**src/rtl/traffic_light_monitor.sv**
```systemverilog
// Watches four traffic lamps for illegal encodings, conflicting greens/yellows,
// bad colour sequences and dwell-time violations; latches the first fault seen.
module traffic_light_monitor #(
    parameter int YEL_MIN = 3,
    parameter int YEL_MAX = 5,
    parameter int GRN_MIN = 3,
    parameter int CNT_W   = 8
) (
    input  logic        clk,
    input  logic        rst,
    input  logic [2:0]  light_M1,
    input  logic [2:0]  light_S,
    input  logic [2:0]  light_M2,
    input  logic [2:0]  light_MT,
    input  logic        en,
    input  logic        clr,
    output logic        fault,
    output logic [2:0]  fault_code,
    output logic [1:0]  fault_light,
    output logic [15:0] cycle_count,
    output logic        all_red
);

    localparam logic [2:0] RED = 3'b100;
    localparam logic [2:0] YEL = 3'b010;
    localparam logic [2:0] GRN = 3'b001;

    localparam logic [CNT_W-1:0] CNT_MAX   = '1;
    localparam logic [CNT_W-1:0] CNT_ONE   = CNT_W'(1);
    localparam logic [CNT_W-1:0] YEL_MIN_C = CNT_W'(YEL_MIN);
    localparam logic [CNT_W-1:0] YEL_MAX_C = CNT_W'(YEL_MAX);
    localparam logic [CNT_W-1:0] GRN_MIN_C = CNT_W'(GRN_MIN);

    function automatic logic [CNT_W-1:0] sat_inc(input logic [CNT_W-1:0] v);
        return (v == CNT_MAX) ? v : v + 1'b1;
    endfunction

    function automatic logic is_legal(input logic [2:0] v);
        return (v == RED) || (v == YEL) || (v == GRN);
    endfunction

    // Lamp index order: M1=0, S=1, M2=2, MT=3
    logic [2:0]       cur   [4];
    logic [2:0]       prev  [4];
    logic [CNT_W-1:0] dwell [4];
    logic [3:0]       act;
    logic [3:0]       det   [7];
    logic             det_any;
    logic [2:0]       det_code;
    logic [1:0]       det_light;

    assign cur[0] = light_M1;
    assign cur[1] = light_S;
    assign cur[2] = light_M2;
    assign cur[3] = light_MT;

    always_comb begin
        for (int c = 0; c < 7; c++) det[c] = 4'b0000;
        act = 4'b0000;
        for (int l = 0; l < 4; l++) begin
            act[l]    = cur[l][1] | cur[l][0];
            det[1][l] = !is_legal(cur[l]);
            if (is_legal(cur[l]) && is_legal(prev[l])) begin
                det[3][l] = ((prev[l] == GRN) && (cur[l] == RED)) ||
                            ((prev[l] == RED) && (cur[l] == YEL)) ||
                            ((prev[l] == YEL) && (cur[l] == GRN));
            end
            det[4][l] = (prev[l] == YEL) && (cur[l] == RED) && (dwell[l] < YEL_MIN_C);
            det[5][l] = (prev[l] == YEL) && (cur[l] == YEL) && (dwell[l] >= YEL_MAX_C);
            det[6][l] = (prev[l] == GRN) && (cur[l] == YEL) && (dwell[l] < GRN_MIN_C);
        end
        // Conflict is reported against the lower lamp index of the pair
        det[2][0] = act[1] & act[0];
        det[2][1] = (act[1] & act[2]) | (act[1] & act[3]);
        det[2][2] = act[3] & act[2];
    end

    // Scan from highest to lowest so the lowest code, then lowest lamp, wins
    always_comb begin
        det_any   = 1'b0;
        det_code  = 3'd0;
        det_light = 2'd0;
        for (int c = 6; c >= 0; c--) begin
            for (int l = 3; l >= 0; l--) begin
                if (det[c][l]) begin
                    det_any   = 1'b1;
                    det_code  = 3'(c);
                    det_light = 2'(l);
                end
            end
        end
    end

    always_ff @(posedge clk) begin
        if (!rst) begin
            fault       <= 1'b0;
            fault_code  <= 3'd0;
            fault_light <= 2'd0;
            cycle_count <= 16'd0;
            all_red     <= 1'b0;
            for (int l = 0; l < 4; l++) begin
                prev[l]  <= RED;
                dwell[l] <= CNT_ONE;
            end
        end else begin
            for (int l = 0; l < 4; l++) begin
                prev[l]  <= cur[l];
                dwell[l] <= (cur[l] != prev[l]) ? CNT_ONE : sat_inc(dwell[l]);
            end
            all_red <= (cur[0] == RED) && (cur[1] == RED) &&
                       (cur[2] == RED) && (cur[3] == RED);
            // A same-cycle detection takes precedence over clr
            if (en && det_any && (!fault || clr)) begin
                fault       <= 1'b1;
                fault_code  <= det_code;
                fault_light <= det_light;
            end else if (clr) begin
                fault       <= 1'b0;
                fault_code  <= 3'd0;
                fault_light <= 2'd0;
            end
            if (en && (prev[0] == RED) && (cur[0] == GRN))
                cycle_count <= cycle_count + 16'd1;
        end
    end

endmodule

```
**config.mk**
```make
export PLATFORM = sky130hd
export DESIGN_NAME = traffic_light_monitor
export DESIGN_NICKNAME = d
export VERILOG_FILES = /design/src/rtl/traffic_light_monitor.sv
export SDC_FILE = /design/constraint.sdc
export NUM_CORES = 1
export LEC_CHECK = 0
export ABC_AREA = 1
export CORE_ASPECT_RATIO = 0.6
export CORE_MARGIN = 4
export CORE_UTILIZATION = 30
export CTS_CLUSTER_DIAMETER = 30
export DETAILED_ROUTE_END_ITERATION = 16
export DONT_BUFFER_PORTS = 1
export HOLD_SLACK_MARGIN = 0.02
export PLACE_DENSITY = 0.41
export SLEW_MARGIN = 20
export SYNTH_ARGS = -nofsm -noshare
export SYNTH_HDL_FRONTEND = slang
export SYNTH_SLANG_ARGS = --single-unit
```
**constraint.sdc**
```tcl
create_clock -name clk -period 5.05 [get_ports clk]
set_clock_uncertainty 0.1 [all_clocks]
set_input_delay 0.2525 -clock clk [delete_from_list [all_inputs] [get_ports clk]]
set_output_delay 0.2525 -clock clk [all_outputs]
set_load 0.05 [all_outputs]
```
==> results of run 1 <==
per-layer routing:
layer | global-route usage (%) | vias to the layer above | routed length [um] | share of wire [%]
met5 | 0 | - | 0 | 0
met4 | 3.75 | 0 | 77 | 0.78
met3 | 4.54 | 9 | 594 | 6.0
met2 | 18.9 | 58 | 3700 | 37
met1 | 20.2 | 1573 | 5540 | 56
li1 | - | 1920 | - | -
kinds of logic after synthesis:
family,count (synthesis)
compound gates,93
xor+xnor,8
fa+ha+maj,13
buf+inv,125
simple gates,273
flops,67
stage by stage:
stage / total power, uW / setup slack (ns)
2_1_floorplan: 632 / 2.86
3_3_place_gp: 650 / 2.50
3_5_place_dp: 650 / 2.45
4_1_cts: 1360 / 2.43
5_1_grt: 1400 / 2.14
6_report: 1340 / 2.44
cell usage in the layout (no fill, tap or decap), types with 3 or more instances in the layout:
master                          instances
sky130_fd_sc_hd__a211oi_1               4
sky130_fd_sc_hd__a21oi_1               34
sky130_fd_sc_hd__a31oi_1               10
sky130_fd_sc_hd__clkbuf_16              9
sky130_fd_sc_hd__dfxtp_1               67
sky130_fd_sc_hd__dlygate4sd3_1         14
sky130_fd_sc_hd__ha_1                  13
sky130_fd_sc_hd__inv_1                 97
sky130_fd_sc_hd__inv_2                 24
sky130_fd_sc_hd__nand2_1              102
sky130_fd_sc_hd__nand2_2                4
sky130_fd_sc_hd__nand3_1               22
sky130_fd_sc_hd__nand3_2                3
sky130_fd_sc_hd__nand4_1                5
sky130_fd_sc_hd__nor2_1                66
sky130_fd_sc_hd__nor3_1                42
sky130_fd_sc_hd__nor3_2                 5
sky130_fd_sc_hd__nor4_1                12
sky130_fd_sc_hd__o211ai_1               5
sky130_fd_sc_hd__o21ai_0               27
sky130_fd_sc_hd__o21ai_1                4
sky130_fd_sc_hd__xor2_1                 8
registers in the layout (all words and copies together) (netlist names):
register     count
fault            1
fault_light      2
dwell           32
all_red          1
cycle_count     16
prev            12
fault_code       3
area by class of cell:
class                           instances  share of cell area (%)
Inverter                              122                    10.1
Clock inverter                          7                    2.24
Sequential cell                        67                    29.7
Multi-Input combinational cell        387                    45.3
Tap cell                              165                    4.57
Timing Repair Buffer                   14                    3.10
Clock buffer                            9                    4.99
report_power, final:
part / internal [uW] / switching, uW / total, uW
sequential: 539 / 17.2 / 556
clock: 435 / 251 / 687
combinational: 34.8 / 59.3 / 94.0
how the worst max path moves through the flow:
stage,from,endpoint,slack (ns),cells past startpoint
3_5_place_dp,dwell[0][1],fault_code[1],2.45,15
3_3_place_gp,dwell[0][1],fault_light[1],2.50,15
6_report,dwell[0][1],fault_light[1],2.44,15
2_1_floorplan,cycle_count[1],cycle_count[12],2.86,7
5_1_grt,dwell[0][0],fault_code[1],2.14,16
4_1_cts,dwell[0][1],fault_light[1],2.43,15
worst reg2reg max path: cells and delay by family (launching register included):
| family | cells | cell delay [ns] |
|---|---|---|
| AO/OA/AOI/OAI | 2 | 0.41 |
| adder cells (fa/ha/maj) | 1 | 0.17 |
| buffers and inverters | 2 | 0.18 |
| flip-flops | 1 | 0.36 |
| AND/OR/NAND/NOR | 10 | 1.30 |
timing repair:
item | in CTS | in global routing
endpoints found under the hold margin | 23 | 0
endpoints found under the setup margin | 0 | 0
setup buffers | 0 | 0
hold buffers | 14 | 0
synth_stat cells (all sizes together):
master  instances  share of area [%]
o21a            1               0.19
nand3b          2               0.39
o21ai          31                4.0
clkbuf          3               0.29
nor2           69                7.2
o31ai           1               0.19
o211ai          5               0.97
nand4           5               0.81
a211oi          4               0.78
a21oi          35                4.6
clkinv          1              0.097
o21bai          1               0.19
o22ai           1               0.16
xor2            8                1.8
a31oi          10                1.6
o221a           1               0.29
nand2         107                 11
or3             1               0.16
ha             13                4.2
and3            1               0.16
dfxtp          67                 35
nor4           14                2.8
nand3          25                3.6
nor3b           1               0.32
nor3           47                6.8
o311ai          2               0.45
or2             1               0.16
a22oi           1               0.19
inv           121                 12
==> run_summary.xml, run 1 <==
<?xml version="1.0" encoding="UTF-8"?>
<metrics>
  <group name="grt">
    <metric name="groute.usage.overall" unit="%">13.7</metric>
    <metric name="number_of_antenna_violations_at_the_first_check_in_global_routing" unit="">0</metric>
    <metric name="grt_pass1_wl" unit="um">16200</metric>
    <metric name="number_of_global_route_vias_before_repair" unit="">3278</metric>
    <metric name="grt_max_degree" unit="">23</metric>
    <metric name="total_grt_overflow" unit="">0</metric>
  </group>
  <group name="sta">
    <metric name="worst_slew_pin_slew" unit="ns">0.960</metric>
    <metric name="setup_viol" unit="">0</metric>
    <metric name="rsz0062_at_grt" unit="">false</metric>
    <metric name="period_minus_ws_final" unit="ns">2.61</metric>
    <metric name="max-slew-margin-rel" unit="%">35.8</metric>
    <metric name="setup_tns" unit="ns">0</metric>
    <metric name="finalCritPeriodShare" unit="%">51.7</metric>
    <metric name="finalMaxSlewViolations" unit="">0</metric>
    <metric name="worst_hold_slack" unit="ns">0.0566</metric>
    <metric name="timing.fmax" unit="MHz">383</metric>
    <metric name="report.final.hold_viol_count" unit="">0</metric>
  </group>
  <group name="route">
    <metric name="antenna_left" unit="">0</metric>
    <metric name="detailedRoute.firstIterationViolations" unit="">184</metric>
    <metric name="routedWlPerCell" unit="um">12.9</metric>
    <metric name="detail_route.wirelength" unit="um">9920</metric>
    <metric name="routed-via-count" unit="">3560</metric>
    <metric name="route.detailed.drc" unit="">0</metric>
    <metric name="detailedRoute.firstPassIterationCount" unit="">4</metric>
    <metric name="avgViaCountPerCell" unit="">4.62</metric>
  </group>
  <group name="worst_setup_path">
    <metric name="crit_chain" unit="">inv_1, ha_1, o21ai_0, nand4_1, nand3_1, nand2_1, nor2_1, nand2_1, nor3_1, nand2_1, nand3_2, nand2_1, inv_2, nand2_1, a21oi_1</metric>
    <metric name="worst_setup_path_class" unit="">flip-flop to flip-flop</metric>
    <metric name="crit_fanout" unit="">5</metric>
    <metric name="cp-end-kind" unit="">flip-flop</metric>
    <metric name="cp.arrival" unit="ns">2.75</metric>
    <metric name="critical_path.top_delay_family" unit="">simple AND/OR/NAND/NOR gates</metric>
    <metric name="reg2regPathDepth" unit="">15</metric>
    <metric name="cpMaxStageDelayCell" unit="">sky130_fd_sc_hd__dfxtp_1</metric>
    <metric name="setup.reg_to_reg.worst_slack" unit="ns">2.44</metric>
    <metric name="crit_top_cell" unit="">sky130_fd_sc_hd__nand2_1</metric>
    <metric name="critical-path-max-stage-delay" unit="ns">0.36</metric>
    <metric name="critPathLaunchType" unit="">flip-flop</metric>
    <metric name="worst-endpoint-required" unit="ns">5.19</metric>
    <metric name="timing.rr.end" unit="">fault_light[1]</metric>
    <metric name="rr_startpoint" unit="">dwell[0][1]</metric>
    <metric name="cp_num_buf_inv" unit="">2</metric>
  </group>
  <group name="yosys">
    <metric name="synth-compound-area-share" unit="%">13.7</metric>
    <metric name="synthAdderAreaFrac" unit="%">4.22</metric>
    <metric name="post_syn_nets" unit="">608</metric>
    <metric name="number_of_synthesis_warnings" unit="">0</metric>
    <metric name="syn-mean-instance-area" unit="um^2">6.66</metric>
    <metric name="syn_inst" unit="">579</metric>
    <metric name="synth_top_family_by_area" unit="">simple AND/OR/NAND/NOR gates</metric>
    <metric name="synth.distinct_cells" unit="">41</metric>
    <metric name="post_synth_design_cell_area" unit="um^2">3850</metric>
    <metric name="yosys-mux-area-fraction" unit="%">0</metric>
    <metric name="synth_simple_gate_area_share" unit="%">33.3</metric>
    <metric name="yosys_register_bits" unit="">67</metric>
    <metric name="post_synth_xor_area_fraction" unit="%">1.82</metric>
    <metric name="synth_sequential_area_ratio" unit="%">34.8</metric>
  </group>
  <group name="layout">
    <metric name="filler_cell_count" unit="">1295</metric>
    <metric name="regArea" unit="um^2">1340</metric>
    <metric name="area_growth_syn_to_layout" unit="%">17.2</metric>
    <metric name="post_route_cells_drive_above_1_share" unit="%">10.1</metric>
    <metric name="layout.cell_area.non_filler" unit="um^2">4520</metric>
    <metric name="multi_input_area" unit="um^2">2040</metric>
    <metric name="fin_cells" unit="">771</metric>
    <metric name="num_antenna_cells" unit="">0</metric>
    <metric name="fin_util" unit="%">36.7</metric>
    <metric name="num-nets-final" unit="">630</metric>
  </group>
  <group name="floorplanning">
    <metric name="start_util" unit="%">31.4</metric>
    <metric name="ios" unit="">39</metric>
    <metric name="fp.coreArea" unit="um^2">12300</metric>
    <metric name="die-width" unit="um">154</metric>
    <metric name="dieArea" unit="um^2">14800</metric>
    <metric name="die_h" unit="um">95.8</metric>
    <metric name="placement_rows" unit="">31</metric>
  </group>
  <group name="run">
    <metric name="max_cap_violations" unit="">0</metric>
  </group>
  <group name="placed_design">
    <metric name="detailedPlacementHpwl" unit="um">7550</metric>
    <metric name="port_buffers" unit="">0</metric>
    <metric name="globalplace.congestion" unit="">0.802</metric>
    <metric name="placedInstanceArea" unit="um^2">4050</metric>
    <metric name="dp.cells" unit="">741</metric>
  </group>
  <group name="clock_network">
    <metric name="tritoncts_num_sinks" unit="">67</metric>
    <metric name="clock_tree_from_tritoncts" unit="">built</metric>
    <metric name="register_clock_pin_slew_on_the_reported_worst_setup_and_hold_paths" unit="ns">0.06</metric>
    <metric name="clkLatencyLatePin" unit="ns">0.33</metric>
    <metric name="cts_made_buffers" unit="">9</metric>
    <metric name="cts-root-buf" unit="">sky130_fd_sc_hd__clkbuf_16</metric>
    <metric name="post_cts_resized" unit="">0</metric>
    <metric name="clock_tree.buffer_depth" unit="">2</metric>
    <metric name="cts.htree.levels" unit="">3</metric>
  </group>
  <group name="pwr">
    <metric name="worst_ir_drop_vdd" unit="V">0.000141</metric>
    <metric name="p_per_area" unit="nW/um^2">296</metric>
    <metric name="leakage" unit="uW">0.00193</metric>
  </group>
  <group name="min_path">
    <metric name="hold_end" unit="">fault</metric>
    <metric name="hold_path_depth" unit="">3</metric>
    <metric name="holdCritStartpoint" unit="">clr</metric>
    <metric name="holdCritPathClass" unit="">input pin to flip-flop</metric>
  </group>
  <group name="status">
    <metric name="run_status" unit="">completed</metric>
  </group>
</metrics>
Note: power is estimated with default switching activity, not from simulation.
==> inputs of run 2 (changes only) <==
ABC_AREA = 0   (was 1)
PLACE_DENSITY = 0.42   (was 0.41)
clock period = 2.3 ns   (was 5.05 ns; I/O delays follow)
==> run 2 against run 1 <==
The run now ends with setup timing left. Non-clock buffer count rose by 104. Via count rose by 6.5%. Largest cell class unchanged. First-iteration DRC count up 6.0%.
==> run_summary.xml, run 2 <==
<?xml version="1.0" encoding="UTF-8"?>
<metrics>
  <group name="status">
    <metric name="run_status" unit="">finished, violations left</metric>
    <metric name="failed_checks" unit="">setup timing</metric>
  </group>
  <group name="grt">
    <metric name="grt_pass1_wl" unit="um">18700</metric>
    <metric name="grt_max_degree" unit="">35</metric>
    <metric name="number_of_global_route_vias_before_repair" unit="">3612</metric>
    <metric name="total_grt_overflow" unit="">0</metric>
    <metric name="groute.usage.overall" unit="%">15.4</metric>
    <metric name="number_of_antenna_violations_at_the_first_check_in_global_routing" unit="">0</metric>
  </group>
  <group name="layout">
    <metric name="num_antenna_cells" unit="">0</metric>
    <metric name="largest_registers" unit="">dwell x32, cycle_count x16, prev x12</metric>
    <metric name="post_route_cells_drive_above_1_share" unit="%">26.4</metric>
    <metric name="area_growth_syn_to_layout" unit="%">37.0</metric>
    <metric name="fin_util" unit="%">42.2</metric>
    <metric name="layout_common_cells" unit="">sky130_fd_sc_hd__buf_4 (92), sky130_fd_sc_hd__dfxtp_1 (63), sky130_fd_sc_hd__nor2_1 (44)</metric>
    <metric name="num-nets-final" unit="">614</metric>
    <metric name="final_common_cell" unit="">sky130_fd_sc_hd__buf_4</metric>
    <metric name="largest-register" unit="">dwell</metric>
    <metric name="filler_cell_count" unit="">1309</metric>
    <metric name="largest_reg_flops" unit="">32</metric>
  </group>
  <group name="yosys">
    <metric name="synth_top_area_share" unit="%">33.7</metric>
    <metric name="synth_enable_flop_cells" unit="">0</metric>
    <metric name="ys_top_cells_by_area" unit="">sky130_fd_sc_hd__dfxtp_1 (34%), sky130_fd_sc_hd__xnor2_1 (6.4%), sky130_fd_sc_hd__nor2_1 (4.3%), sky130_fd_sc_hd__ha_1 (4.1%), sky130_fd_sc_hd__and2_1 (3.5%)</metric>
    <metric name="syn_inst" unit="">473</metric>
    <metric name="synth_most_common_cell" unit="">sky130_fd_sc_hd__dfxtp_1</metric>
    <metric name="postSynth.asyncResetShare" unit="%">0</metric>
    <metric name="most_used_dff_post_synth" unit="">sky130_fd_sc_hd__dfxtp_1</metric>
    <metric name="most_frequent_cells_after_synthesis" unit="">sky130_fd_sc_hd__dfxtp_1 (67), sky130_fd_sc_hd__nor2_1 (46), sky130_fd_sc_hd__xnor2_1 (29)</metric>
    <metric name="post_syn_nets" unit="">502</metric>
    <metric name="post_synth_design_cell_area" unit="um^2">3980</metric>
    <metric name="synth_largest_area_cell" unit="">sky130_fd_sc_hd__dfxtp_1</metric>
    <metric name="yosys_register_bits" unit="">67</metric>
    <metric name="number_of_synthesis_warnings" unit="">0</metric>
    <metric name="syn-mean-instance-area" unit="um^2">8.42</metric>
    <metric name="synth_sequential_area_ratio" unit="%">33.7</metric>
    <metric name="synth.distinct_cells" unit="">62</metric>
  </group>
  <group name="route">
    <metric name="antenna_left" unit="">0</metric>
    <metric name="detailedRoute.firstPassIterationCount" unit="">5</metric>
    <metric name="routedWlPerCell" unit="um">14.9</metric>
    <metric name="route.detailed.drc" unit="">0</metric>
    <metric name="detail_route.wirelength" unit="um">11400</metric>
    <metric name="detailedRoute.firstIterationViolations" unit="">195</metric>
    <metric name="avgViaCountPerCell" unit="">4.99</metric>
    <metric name="routed-via-count" unit="">3793</metric>
  </group>
  <group name="sta">
    <metric name="timing.fmax" unit="MHz">395</metric>
    <metric name="setup_viol" unit="">6</metric>
    <metric name="worst_slew_pin_slew" unit="ns">0.550</metric>
    <metric name="rsz0062_at_grt" unit="">true</metric>
    <metric name="setup_tns" unit="ns">-1.05</metric>
    <metric name="max-slew-margin-rel" unit="%">63.1</metric>
    <metric name="period_minus_ws_final" unit="ns">2.53</metric>
    <metric name="report.final.hold_viol_count" unit="">0</metric>
    <metric name="setup_slack" unit="ns">-0.229</metric>
    <metric name="finalCritPeriodShare" unit="%">110</metric>
    <metric name="finalMaxSlewViolations" unit="">0</metric>
    <metric name="worst_hold_slack" unit="ns">0.0379</metric>
  </group>
  <group name="worst_setup_path">
    <metric name="crit_fanout" unit="">2</metric>
    <metric name="cp-end-kind" unit="">flip-flop</metric>
    <metric name="rr_startpoint" unit="">dwell[1][5]</metric>
    <metric name="timing.rr.end" unit="">fault_code[1]</metric>
    <metric name="worst_setup_path_class" unit="">flip-flop to flip-flop</metric>
    <metric name="reg2regPathDepth" unit="">8</metric>
    <metric name="critPathLaunchType" unit="">flip-flop</metric>
    <metric name="worst-endpoint-required" unit="ns">2.47</metric>
    <metric name="cp.arrival" unit="ns">2.70</metric>
    <metric name="worst_setup_ep" unit="">fault_code[1]</metric>
    <metric name="worst_setup_path_startpoint" unit="">dwell[1][5]</metric>
    <metric name="setup.reg_to_reg.worst_slack" unit="ns">-0.23</metric>
  </group>
  <group name="min_path">
    <metric name="holdCritPathClass" unit="">input pin to flip-flop</metric>
  </group>
  <group name="clock_network">
    <metric name="cts_made_buffers" unit="">9</metric>
    <metric name="cts-root-buf" unit="">sky130_fd_sc_hd__clkbuf_16</metric>
    <metric name="tritoncts_num_sinks" unit="">67</metric>
    <metric name="register_clock_pin_slew_on_the_reported_worst_setup_and_hold_paths" unit="ns">0.06</metric>
    <metric name="cts.htree.levels" unit="">3</metric>
    <metric name="clock_tree.buffer_depth" unit="">2</metric>
    <metric name="clock_tree_from_tritoncts" unit="">built</metric>
    <metric name="clkLatencyLatePin" unit="ns">0.34</metric>
  </group>
  <group name="floorplanning">
    <metric name="ios" unit="">39</metric>
    <metric name="start_util" unit="%">30.8</metric>
    <metric name="die-width" unit="um">157</metric>
    <metric name="die_h" unit="um">97.2</metric>
    <metric name="placement_rows" unit="">32</metric>
    <metric name="dieArea" unit="um^2">15200</metric>
    <metric name="fp.coreArea" unit="um^2">12900</metric>
  </group>
  <group name="placed_design">
    <metric name="detailedPlacementHpwl" unit="um">8140</metric>
    <metric name="port_buffers" unit="">0</metric>
    <metric name="globalplace.congestion" unit="">0.847</metric>
  </group>
  <group name="pwr">
    <metric name="worst_ir_drop_vdd" unit="V">0.000287</metric>
    <metric name="p_per_area" unit="nW/um^2">515</metric>
    <metric name="leakage" unit="uW">0.00213</metric>
  </group>
  <group name="run">
    <metric name="max_cap_violations" unit="">0</metric>
  </group>
</metrics>
==> run 2: metal layers <==
layer / vias to the layer above / track usage [%] / routed length [um]
li1: 1920 / - / -
met1: 1787 / 24.5 / 6230
met2: 81 / 19.7 / 4360
met3: 5 / 4.63 / 702
met4: 0 / 3.20 / 57
met5: - / 0 / 0
==> run 2: cell families (layout without fill, tap and decap cells) <==
| logic type | Yosys count | after routing | synth area share [%] |
|---|---|---|---|
| buf+inv | 30 | 147 | 3.52 |
| simple gates | 244 | 244 | 35.4 |
| mux | 4 | 4 | 1.01 |
| flops | 67 | 67 | 33.7 |
| compound gates | 73 | 73 | 13.0 |
| xor+xnor | 42 | 42 | 9.24 |
| fa+ha+maj | 13 | 13 | 4.09 |
==> run 2: what timing repair did <==
action                     in CTS  in global routing
setup buffers                   4                  3
pin swaps                       9                 10
resized for setup              15                 18
setup endpoints to repair       6                  9
hold endpoints to repair       35                  0
hold buffers                   24                  0
==> run 2: report_power, final <==
group          switching [uW]  total, uW  internal [uW]  leakage [uW]
Sequential               27.1       1210           1180      0.000545
Combinational             143        309            166       0.00146
Clock                     555       1290            734      0.000124
Total                     725       2810           2080       0.00213
==> run 2: final cells by class <==
class                      count  area [um^2]  area share [%]
clock buffer                   9          225            4.13
clock inverter                 7         52.6           0.963
multi-input combinational    376         2600            47.7
inverter                      13         48.8           0.894
tap                          170          213            3.90
sequential                    67         1350            24.8
timing repair buffer         118          963            17.7
==> run 2: worst max-delay path, cell delays in order (launching register included) <==
cell and delay (ns):
sky130_fd_sc_hd__dfxtp_1 0.31, sky130_fd_sc_hd__or4_4 0.54, sky130_fd_sc_hd__a211oi_4 0.22, sky130_fd_sc_hd__o22ai_2 0.13, sky130_fd_sc_hd__or3_4 0.35, sky130_fd_sc_hd__nor3_4 0.19
sky130_fd_sc_hd__a31oi_4 0.12, sky130_fd_sc_hd__or3b_1 0.39, sky130_fd_sc_hd__a21boi_1 0.12
==> run 2: worst min path at each step <==
stage / startpoint / endpoint / cells after the start
final: rst / dwell[0][1] / 2
after global routing: rst / dwell[2][5] / 2
after floorplan: light_M1[0] / prev[0][0] / 1
after CTS: rst / dwell[2][3] / 2
after global placement: rst / prev[1][2] / 1
after detailed placement: rst / prev[1][2] / 1
==> run 2: stage by stage <==
| step | worst slack [ns] | cells | instance area, um^2 | power [uW] |
|---|---|---|---|---|
| 2_1_floorplan | -0.238 | 473 | 3990 | 1420 |
| 3_3_place_gp | -0.255 | 714 | 4770 | 1480 |
| 3_5_place_dp | -0.347 | 714 | 4770 | 1480 |
| 4_1_cts | -0.296 | 758 | 5370 | 2840 |
| 5_1_grt | -0.348 | 760 | 5460 | 2930 |
| 6_report | -0.229 | 760 | 5460 | 2810 |
==> inputs of run 3 (changes only) <==
PLACE_DENSITY = 0.41   (was 0.42)
clock period = 2.5 ns   (was 2.3 ns; I/O delays follow)
==> run 3 against run 2 <==
Die area is the same. Clock power is essentially flat. Sequential cell count is the same. Non-clock buffer count shrank 35. Worst hold slack lost 0.16 ns. Utilization shrank 1.8 points. Cell area shrank 4.3%. Largest cell class unchanged. The flow finishes with violations (hold timing, setup timing). Highest routed layer unchanged. Critical endpoint unchanged. Register-to-register slack gained 0.20 ns. Critical path depth grew 2. Global-route usage shrank 0.55 points.
==> run_summary.xml, run 3 (synthesized netlist as in run 2, its figures left out) <==
<?xml version="1.0" encoding="UTF-8"?>
<metrics>
  <group name="layout">
    <metric name="filler_cell_count" unit="">1317</metric>
    <metric name="largest-register" unit="">dwell</metric>
    <metric name="area_growth_syn_to_layout" unit="%">31.1</metric>
    <metric name="largest_reg_flops" unit="">32</metric>
    <metric name="multi_input_area" unit="um^2">2600</metric>
    <metric name="num_antenna_cells" unit="">0</metric>
    <metric name="regArea" unit="um^2">1350</metric>
    <metric name="num-nets-final" unit="">579</metric>
    <metric name="largest_registers" unit="">dwell x32, cycle_count x16, prev x12</metric>
    <metric name="final_common_cell" unit="">sky130_fd_sc_hd__dfxtp_1</metric>
    <metric name="layout_common_cells" unit="">sky130_fd_sc_hd__dfxtp_1 (63), sky130_fd_sc_hd__buf_4 (58), sky130_fd_sc_hd__nor2_1 (45)</metric>
    <metric name="post_route_cells_drive_above_1_share" unit="%">21.3</metric>
  </group>
  <group name="floorplanning">
    <metric name="die-width" unit="um">157</metric>
    <metric name="placement_rows" unit="">32</metric>
    <metric name="ios" unit="">39</metric>
    <metric name="start_util" unit="%">30.8</metric>
    <metric name="dieArea" unit="um^2">15200</metric>
    <metric name="die_h" unit="um">97.2</metric>
    <metric name="fp.coreArea" unit="um^2">12900</metric>
  </group>
  <group name="clock_network">
    <metric name="register_clock_pin_slew_on_the_reported_worst_setup_and_hold_paths" unit="ns">0.06</metric>
    <metric name="clkLatencyLatePin" unit="ns">0.34</metric>
    <metric name="clock_tree_from_tritoncts" unit="">built</metric>
    <metric name="cts.htree.levels" unit="">3</metric>
    <metric name="clock_tree.buffer_depth" unit="">2</metric>
    <metric name="cts_made_buffers" unit="">9</metric>
    <metric name="tritoncts_num_sinks" unit="">67</metric>
    <metric name="cts-root-buf" unit="">sky130_fd_sc_hd__clkbuf_16</metric>
    <metric name="cts.hold.buffers_added" unit="">23</metric>
  </group>
  <group name="grt">
    <metric name="groute.usage.overall" unit="%">14.8</metric>
    <metric name="total_grt_overflow" unit="">0</metric>
    <metric name="number_of_antenna_violations_at_the_first_check_in_global_routing" unit="">0</metric>
    <metric name="grt_pass1_wl" unit="um">18100</metric>
    <metric name="grt_max_degree" unit="">35</metric>
    <metric name="number_of_global_route_vias_before_repair" unit="">3451</metric>
  </group>
  <group name="sta">
    <metric name="max-slew-margin-rel" unit="%">61.0</metric>
    <metric name="timing.fmax" unit="MHz">395</metric>
    <metric name="finalMaxSlewViolations" unit="">0</metric>
    <metric name="worst_slew_pin_slew" unit="ns">0.584</metric>
    <metric name="period_minus_ws_final" unit="ns">2.53</metric>
    <metric name="rsz0062_at_grt" unit="">true</metric>
    <metric name="finalCritPeriodShare" unit="%">101</metric>
    <metric name="setup_viol" unit="">2</metric>
    <metric name="worst_hold_slack" unit="ns">-0.127</metric>
    <metric name="setup_slack" unit="ns">-0.0321</metric>
    <metric name="report.final.hold_viol_count" unit="">1</metric>
  </group>
  <group name="min_path">
    <metric name="hold_path_depth" unit="">2</metric>
    <metric name="holdCritPathClass" unit="">input pin to flip-flop</metric>
  </group>
  <group name="worst_setup_path">
    <metric name="stages_on_worst_setup_path" unit="">10</metric>
    <metric name="worst_setup_path_class" unit="">flip-flop to flip-flop</metric>
    <metric name="critical-path-max-stage-delay" unit="ns">0.41</metric>
    <metric name="cp.arrival" unit="ns">2.70</metric>
    <metric name="critical_path.top_delay_family" unit="">simple AND/OR/NAND/NOR gates</metric>
    <metric name="crit_fanout" unit="">3</metric>
    <metric name="worst-endpoint-required" unit="ns">2.67</metric>
    <metric name="cp_num_buf_inv" unit="">1</metric>
    <metric name="critPathLaunchType" unit="">flip-flop</metric>
    <metric name="crit_chain" unit="">inv_4, ha_4, or2b_4, a211oi_4, o22ai_2, or3_4, nor3_4, a31oi_4, or3b_1, a21boi_1</metric>
    <metric name="cp-end-kind" unit="">flip-flop</metric>
    <metric name="cpMaxStageDelayCell" unit="">sky130_fd_sc_hd__or3_4</metric>
    <metric name="reg2regPathDepth" unit="">10</metric>
    <metric name="setup.reg_to_reg.worst_slack" unit="ns">-0.03</metric>
  </group>
  <group name="route">
    <metric name="route.detailed.drc" unit="">0</metric>
    <metric name="routedWlPerCell" unit="um">15.2</metric>
    <metric name="antenna_left" unit="">0</metric>
    <metric name="detailedRoute.firstIterationViolations" unit="">223</metric>
    <metric name="detailedRoute.firstPassIterationCount" unit="">5</metric>
    <metric name="avgViaCountPerCell" unit="">5.06</metric>
    <metric name="detail_route.wirelength" unit="um">11000</metric>
    <metric name="routed-via-count" unit="">3671</metric>
  </group>
  <group name="placed_design">
    <metric name="detailedPlacementHpwl" unit="um">7700</metric>
    <metric name="globalplace.congestion" unit="">0.811</metric>
    <metric name="port_buffers" unit="">0</metric>
  </group>
  <group name="pwr">
    <metric name="leakage" unit="uW">0.00197</metric>
    <metric name="comb_power_share" unit="%">9.5</metric>
    <metric name="p_sw_share" unit="%">25.1</metric>
    <metric name="p_per_area" unit="nW/um^2">513</metric>
    <metric name="worst_ir_drop_vdd" unit="V">0.000240</metric>
    <metric name="share_seq_of_total_power" unit="%">41.6</metric>
    <metric name="finalPower" unit="uW">2680</metric>
    <metric name="clock_power_share" unit="%">48.8</metric>
    <metric name="power.internal" unit="uW">2010</metric>
    <metric name="p_switching" unit="uW">672</metric>
  </group>
  <group name="status">
    <metric name="run_status" unit="">finished, violations left</metric>
    <metric name="failed_checks" unit="">hold timing, setup timing</metric>
  </group>
  <group name="run">
    <metric name="max_cap_violations" unit="">0</metric>
  </group>
</metrics>
run 3: area by class of cell:
type | count | share of cell area, %
Timing Repair Buffer | 83 | 13.4
Inverter | 13 | 1.03
Multi-Input combinational cell | 376 | 49.7
Sequential cell | 67 | 25.9
Clock buffer | 9 | 4.31
Clock inverter | 7 | 1.56
Tap cell | 170 | 4.07
run 3: final timing paths:
path | start | to
hold reg to reg | dwell[3][3] | dwell[3][3]
hold / removal | clr | fault_code[1]
setup / recovery | dwell[1][0] | fault_code[1]
setup reg to reg | dwell[1][0] | fault_code[1]
run 3: power by group through the flow:
stage | clock network, uW | registers, uW | logic, uW
2_1_floorplan | 0 | 1140 | 167
3_3_place_gp | 0 | 1140 | 201
3_5_place_dp | 0 | 1140 | 203
4_1_cts | 1350 | 1120 | 243
5_1_grt | 1400 | 1120 | 280
6_report | 1310 | 1120 | 255
run 3: stage by stage:
step / area (um^2) / TNS (ns) / utilization [%] / worst slack [ns] / instances
2_1_floorplan: 3990 / -0.0378 / - / -0.0378 / 473
6_report: 5220 / -0.0413 / 40.4 / -0.0321 / 725
4_1_cts: 5100 / -0.227 / 39.4 / -0.0747 / 721
5_1_grt: 5220 / -0.522 / 40.4 / -0.144 / 725
3_5_place_dp: 4530 / -0.162 / 35.0 / -0.0872 / 682
3_3_place_gp: 4530 / -0.0475 / 35.0 / -0.0475 / 682
run 3: what timing repair did:
item / CTS / global route
pin swaps: 7 / 10
endpoints found under the hold margin: 35 / 1
setup endpoints to repair: 4 / 6
gates resized for setup: 8 / 26
buffers inserted: 0 / 4
run 3: worst register-to-register path, delay by kind of cell, from the launching register on:
kind                     cells  cell delay [ns]
AND/OR/NAND/NOR              4             1.20
AO/OA/AOI/OAI                4             0.63
flip-flops                   1             0.37
adder cells (fa/ha/maj)      1             0.11
buffers and inverters        1             0.06
run 3: metal layers:
| metal | part of all wire [%] | global-route usage (%) | vias to the layer above |
|---|---|---|---|
| met5 | 0 | 0 | - |
| met4 | 0.84 | 3.07 | 0 |
| met3 | 7.0 | 4.94 | 10 |
| met2 | 38 | 18.9 | 101 |
| met1 | 55 | 23.5 | 1718 |
| li1 | - | - | 1842 |
